`src/rtl/pwm_pkg.sv`:
```
// Shared constants, channel state encoding and step helper for the PWM fade sequencer.
package pwm_pkg;

    localparam int          DUTY_W     = 8;
    localparam logic [7:0]  PERIOD_MAX = 8'hFF;
    localparam logic [7:0]  DUTY_MAX   = 8'hFF;
    localparam logic [7:0]  DUTY_MIN   = 8'h00;

    // Implicit per-channel state, derived from cur versus tgt.
    typedef enum logic [1:0] {
        CH_IDLE    = 2'd0,
        CH_RAMP_UP = 2'd1,
        CH_RAMP_DN = 2'd2
    } chan_state_t;

    // One LSB toward tgt, clamped at the duty endpoints so a step can never wrap.
    function automatic logic [DUTY_W-1:0] step_toward(
        input logic [DUTY_W-1:0] cur,
        input logic [DUTY_W-1:0] tgt
    );
        logic [DUTY_W-1:0] res;
        res = cur;
        if (cur < tgt && cur != DUTY_MAX)
            res = cur + 8'd1;
        else if (cur > tgt && cur != DUTY_MIN)
            res = cur - 8'd1;
        return res;
    endfunction

endpackage

```
`src/rtl/pwm_fade_chan.sv`:
```
// One fade channel: current/target duty, step divider and prescaler, busy/done flags.
module pwm_fade_chan
    import pwm_pkg::*;
(
    input  logic              clk,
    input  logic              rst,
    input  logic              period_tick,
    input  logic              sel_wr,
    input  logic [DUTY_W-1:0] wr_target,
    input  logic [DUTY_W-1:0] wr_div,
    input  logic              wr_immediate,
    output logic [DUTY_W-1:0] pulse_width,
    output logic              busy,
    output logic              done
);

    logic [DUTY_W-1:0] cur_reg;
    logic [DUTY_W-1:0] tgt_reg;
    logic [DUTY_W-1:0] div_reg;
    logic [DUTY_W-1:0] pre_reg;
    logic              done_reg;
    logic [DUTY_W-1:0] step_next;
    chan_state_t       state;

    // Classify the channel and precompute the value a step would produce.
    always_comb begin
        state = CH_IDLE;
        if (cur_reg < tgt_reg)
            state = CH_RAMP_UP;
        else if (cur_reg > tgt_reg)
            state = CH_RAMP_DN;
        step_next = step_toward(cur_reg, tgt_reg);
    end

    // Writes take priority over a coincident period tick; steps happen only on ticks.
    always_ff @(posedge clk) begin
        if (rst) begin
            cur_reg  <= '0;
            tgt_reg  <= '0;
            div_reg  <= '0;
            pre_reg  <= '0;
            done_reg <= 1'b0;
        end else begin
            done_reg <= 1'b0;
            if (sel_wr) begin
                tgt_reg <= wr_target;
                div_reg <= wr_div;
                pre_reg <= '0;
                if (wr_immediate)
                    cur_reg <= wr_target;
            end else if (period_tick) begin
                if (state == CH_IDLE) begin
                    pre_reg <= '0;
                end else if (pre_reg == div_reg) begin
                    pre_reg  <= '0;
                    cur_reg  <= step_next;
                    done_reg <= (step_next == tgt_reg);
                end else begin
                    pre_reg <= pre_reg + 8'd1;
                end
            end
        end
    end

    assign pulse_width = cur_reg;
    assign busy        = (state != CH_IDLE);
    assign done        = done_reg;

endmodule

```
`src/rtl/pwm_fade_ctrl.sv`:
```
// Multi-channel PWM brightness sequencer: period counter, write decode, channel array.
module pwm_fade_ctrl
    import pwm_pkg::*;
#(
    parameter int CH  = 4,
    parameter int CHW = 2
) (
    input  logic                 clk,
    input  logic                 rst,
    input  logic                 wr_en,
    input  logic [CHW-1:0]       wr_ch,
    input  logic [DUTY_W-1:0]    wr_target,
    input  logic [DUTY_W-1:0]    wr_div,
    input  logic                 wr_immediate,
    output logic [DUTY_W*CH-1:0] pulse_width,
    output logic [CH-1:0]        busy,
    output logic [CH-1:0]        done,
    output logic                 period_tick
);

    logic [7:0]    period_cnt_reg;
    logic          wr_in_range;
    logic [CH-1:0] sel_wr;

    // Free-running period counter, aligned with the 256-clock PWM period.
    always_ff @(posedge clk) begin
        if (rst)
            period_cnt_reg <= '0;
        else
            period_cnt_reg <= period_cnt_reg + 8'd1;
    end

    assign period_tick = (period_cnt_reg == PERIOD_MAX);

    // Extra bit so CH == 2**CHW still compares correctly; out-of-range writes are dropped.
    assign wr_in_range = ({1'b0, wr_ch} < (CHW+1)'(CH));

    genvar gi;
    generate
        for (gi = 0; gi < CH; gi++) begin : g_chan
            assign sel_wr[gi] = wr_en && wr_in_range && (wr_ch == CHW'(gi));

            pwm_fade_chan u_chan (
                .clk          (clk),
                .rst          (rst),
                .period_tick  (period_tick),
                .sel_wr       (sel_wr[gi]),
                .wr_target    (wr_target),
                .wr_div       (wr_div),
                .wr_immediate (wr_immediate),
                .pulse_width  (pulse_width[DUTY_W*gi +: DUTY_W]),
                .busy         (busy[gi]),
                .done         (done[gi])
            );
        end
    endgenerate

endmodule

```
`config.mk`:
```
export PLATFORM = sky130hd
export DESIGN_NAME = pwm_fade_ctrl
export DESIGN_NICKNAME = d
export VERILOG_FILES = /design/src/rtl/pwm_pkg.sv /design/src/rtl/pwm_fade_chan.sv /design/src/rtl/pwm_fade_ctrl.sv
export SDC_FILE = /design/constraint.sdc
export NUM_CORES = 1
export LEC_CHECK = 0
export BUFFER_PORTS_ARGS = -buffer_cell sky130_fd_sc_hd__clkbuf_2
export CORE_ASPECT_RATIO = 0.7
export CORE_MARGIN = 8
export CORE_UTILIZATION = 55
export CTS_CLUSTER_SIZE = 20
export DETAILED_ROUTE_END_ITERATION = 7
export PLACE_DENSITY = 0.74
export SKIP_CTS_REPAIR_TIMING = 1
export SLEW_MARGIN = 40
export SYNTH_ARGS = -nofsm -noshare
export SYNTH_HDL_FRONTEND = slang
export SYNTH_SLANG_ARGS = --single-unit
```
`constraint.sdc`:
```
create_clock -name clk -period 2.9 [get_ports clk]
set_input_delay 0.435 -clock clk [delete_from_list [all_inputs] [get_ports clk]]
set_output_delay 0.435 -clock clk [all_outputs]
set_load 0.05 [all_outputs]
```
==> results.cfg <==
[layout]
diodes = 0
syn2layout_area_growth_pct = 13.6
design_area_um2 = 10300
drive_above_1_share = 0.155
fillCellCount = 1468
fin_nets = 1307

[logic_synthesis]
yosysWarnings = 0
synth-main-ff-cell = dfxtp_1
synth-simple-area-share = 0.241
synth.distinct_cells = 89
synth.net_count = 1243
synth-seq-cells = 140
muxShareOfSynthArea = 0.00939
synth_seq_area_share = 0.309
synth_area_um2 = 9060
synthXorXnorAreaFrac = 0.102
syn_area_per_cell_um2 = 7.73
postSynthCellCount = 1172
yosys.area_share.adder = 0.0677
synth_edf_count = 0
synth_compound_area_frac = 0.218
async_reset_ff_frac = 0
synth_top_family_by_area = simple AND/OR/NAND/NOR gates

[route]
wl_per_cell_um = 17.4
routed-via-count = 8798
dr.pass1.iters = 5
ant_nets = 0
drc_errors = 0
drt_iter0_markers = 925
routed_via_density = 5.97
routed_wl_um = 25600

[sta]
min_period_ns = 2.79
max_freq_mhz = 359
hold_violations = 0
finalSetupTns_ns = 0
post-route-period-util = 0.961
relSlewSlack = 0.542
rsz0062_at_grt = true
setup_viol = 0
worst_slew_pin_slew_ns = 0.670
fin_hold_ws_ns = 0.299
drv_slew = 0
skew_ns = 0.00890

[cts]
cts.clk_slew.worst_paths_ns = 0.06
cts-buffers-inserted = 17
cts_root_buffer = clkbuf_16
cts.path.max_buffers = 2
cts_tree = yes
clk_latency_ns = 0.43
clock_sinks = 140
htree_levels = 4

[worst_setup_path]
worstSetupPathType = reg -> out
required_ns = 2.47
endpoint_kind = output port
worstPathMaxFanout = 8
startpoint_type = flop
crit-reg2reg-launch = g_chan[3].u_chan.tgt_reg[5]
rr_worst_depth = 10
r2r_slack_ns = 0.12
reg2reg_to = g_chan[3].u_chan.pulse_width[4]
cp.arrival_ns = 2.35

[floorplan]
die_area_um2 = 20900
io-pin-count = 63
chipHeight_um = 123
start_util = 0.559
die_w_um = 169
core_area_um2 = 16200
rows = 39

[power_and_ir_drop]
swShare = 0.316
power_density_nw_per_um2 = 479
netSwitchingPower_mw = 1.56
pwr-share-comb = 0.183
p_seq_frac = 0.406
power_frac_clock = 0.411
leakagePower_nw = 4.19
p_int_mw = 3.37
ir_worst_vdd_mv = 0.368

[hold_path]
whs_path_depth = 3
hold_path.startpoint = wr_div[2]
hold-path-endpoint = g_chan[1].u_chan.div_reg[2]
hold_class = in -> reg

[placed_design]
placed_cell_area_um2 = 9730
io_buffers = 62
place_congestion = 0.976
hpwl_um = 18900

[global_routing]
antenna_found_initial = 0
grt_pass1_wl_um = 42400
grt_pass1_vias = 8220
globalRouteOverflowTotal = 0
grt_max_degree = 40
grtUsageTotal = 0.250

[flow_run]
maxCapViolCount = 0

[outcome]
status = finished, final reports clean
-- synth_stat cells (4+ instances only) --
master	n	share of area
nand2_1	201	0.083
dfxtp_1	140	0.31
nor2_1	106	0.044
a21oi_1	103	0.057
xor2_1	68	0.066
ha_1	49	0.068
clkbuf_1	44	0.018
inv_1	44	0.018
nand3_1	42	0.023
xnor2_1	38	0.037
o21ai_0	32	0.018
nand4_1	21	0.015
nor3_1	16	0.0088
nor4_1	16	0.011
a22oi_1	14	0.012
a21o_1	11	0.0091
and3_1	11	0.0076
o211ai_1	10	0.0083
a211oi_1	9	0.0075
buf_4	9	0.0075
nand2b_1	9	0.0062
o31ai_1	9	0.0075
or3_1	9	0.0062
a211o_1	8	0.0077
a22o_1	7	0.0068
buf_2	7	0.0039
nor2b_1	7	0.0048
nor3b_1	7	0.0058
a31oi_1	6	0.0041
a21bo_2	5	0.0055
a221oi_1	5	0.0048
and4_1	5	0.0048
o22ai_1	5	0.0035
buf_1	4	0.0017
mux2_2	4	0.0050
mux2i_1	4	0.0044
o2111ai_1	4	0.0039
o21a_1	4	0.0033
or2_2	4	0.0028
-- routing by layer --
layer	wire length (um)	up-vias	GRT usage
met5	0	-	0
met4	474	0	0.0810
met1	12400	4115	0.360
met2	10400	384	0.365
met3	2320	41	0.0545
li1	-	4258	-
-- power by group through the flow --
stage / Sequential, mW / Combinational [mW] / Clock [mW]
finish: 2.00 / 0.902 / 2.02
global route: 2.00 / 0.990 / 2.14
CTS: 2.00 / 0.880 / 2.04
detailed placement: 2.04 / 0.875 / 0
global placement: 2.04 / 0.873 / 0
floorplan: 2.06 / 0.639 / 0
-- critical path: stages (launching register included) --
cell     delay, ns
dfxtp_1       0.36
inv_1         0.06
ha_1          0.29
a211o_1       0.30
a21oi_4       0.25
nand3_1       0.22
nand2_1       0.17
buf_2         0.29
-- worst max path at each step --
stage	cells after the start	to	startpoint
after floorplan	11	g_chan[3].u_chan.pulse_width[7]	g_chan[3].u_chan.pulse_width[5]
after global placement	10	g_chan[2].u_chan.done	g_chan[2].u_chan.tgt_reg[1]
after detailed placement	10	g_chan[2].u_chan.done	g_chan[2].u_chan.tgt_reg[1]
after CTS	7	busy[0]	g_chan[0].u_chan.pulse_width[0]
after global routing	7	busy[1]	g_chan[1].u_chan.tgt_reg[5]
final	7	busy[1]	g_chan[1].u_chan.tgt_reg[5]
-- metrics by stage --
step           setup WS (ns)  power (mW)  utilization  instances
4_1_cts             0.000183        4.92        0.634       1474
3_3_place_gp           0.212        2.91        0.600       1442
2_1_floorplan         0.0481        2.70            -       1172
5_1_grt              -0.0202        5.13        0.635       1474
6_report               0.113        4.92        0.635       1474
3_5_place_dp           0.121        2.92        0.600       1442
-- cells in the final DEF, fill, tap and decap left out, types with 5 or more instances in the layout --
master,n
ha_1,49
o22ai_1,5
a21oi_1,102
nand2b_1,9
and3_1,9
nor2b_1,7
buf_4,51
nor3_1,16
a211oi_1,8
xor2_1,68
a22o_1,7
nand4_1,21
xnor2_1,38
a21bo_2,5
inv_6,5
o211ai_1,10
inv_1,44
a21o_1,10
dfxtp_1,136
o31ai_1,9
o21ai_0,32
or3_1,9
clkbuf_2,59
and4_1,5
nor3b_1,6
nand2_1,201
nor2_1,105
a211o_1,8
a221oi_1,5
clkbuf_16,17
a31oi_1,6
a22oi_1,14
nor4_1,16
nand3_1,42
-- cells by family (layout without fill, tap and decap cells) --
logic type               after synthesis  after routing
adder cells (fa/ha/maj)               49             49
AO/OA/AOI/OAI                        285            285
buffers and inverters                112            189
multiplexers                           8              8
flip-flops                           140            140
AND/OR/NAND/NOR                      472            472
XOR/XNOR                             106            106
-- area by class of cell --
class	count	area, um^2	share of cell area
sequential	140	2810	0.273
tap	225	282	0.0274
timing repair buffer	112	691	0.0671
multi-input combinational	920	5800	0.564
clock buffer	17	425	0.0413
inverter	45	169	0.0164
clock inverter	15	115	0.0112
No activity file was read; power rests on OpenSTA's default activity.
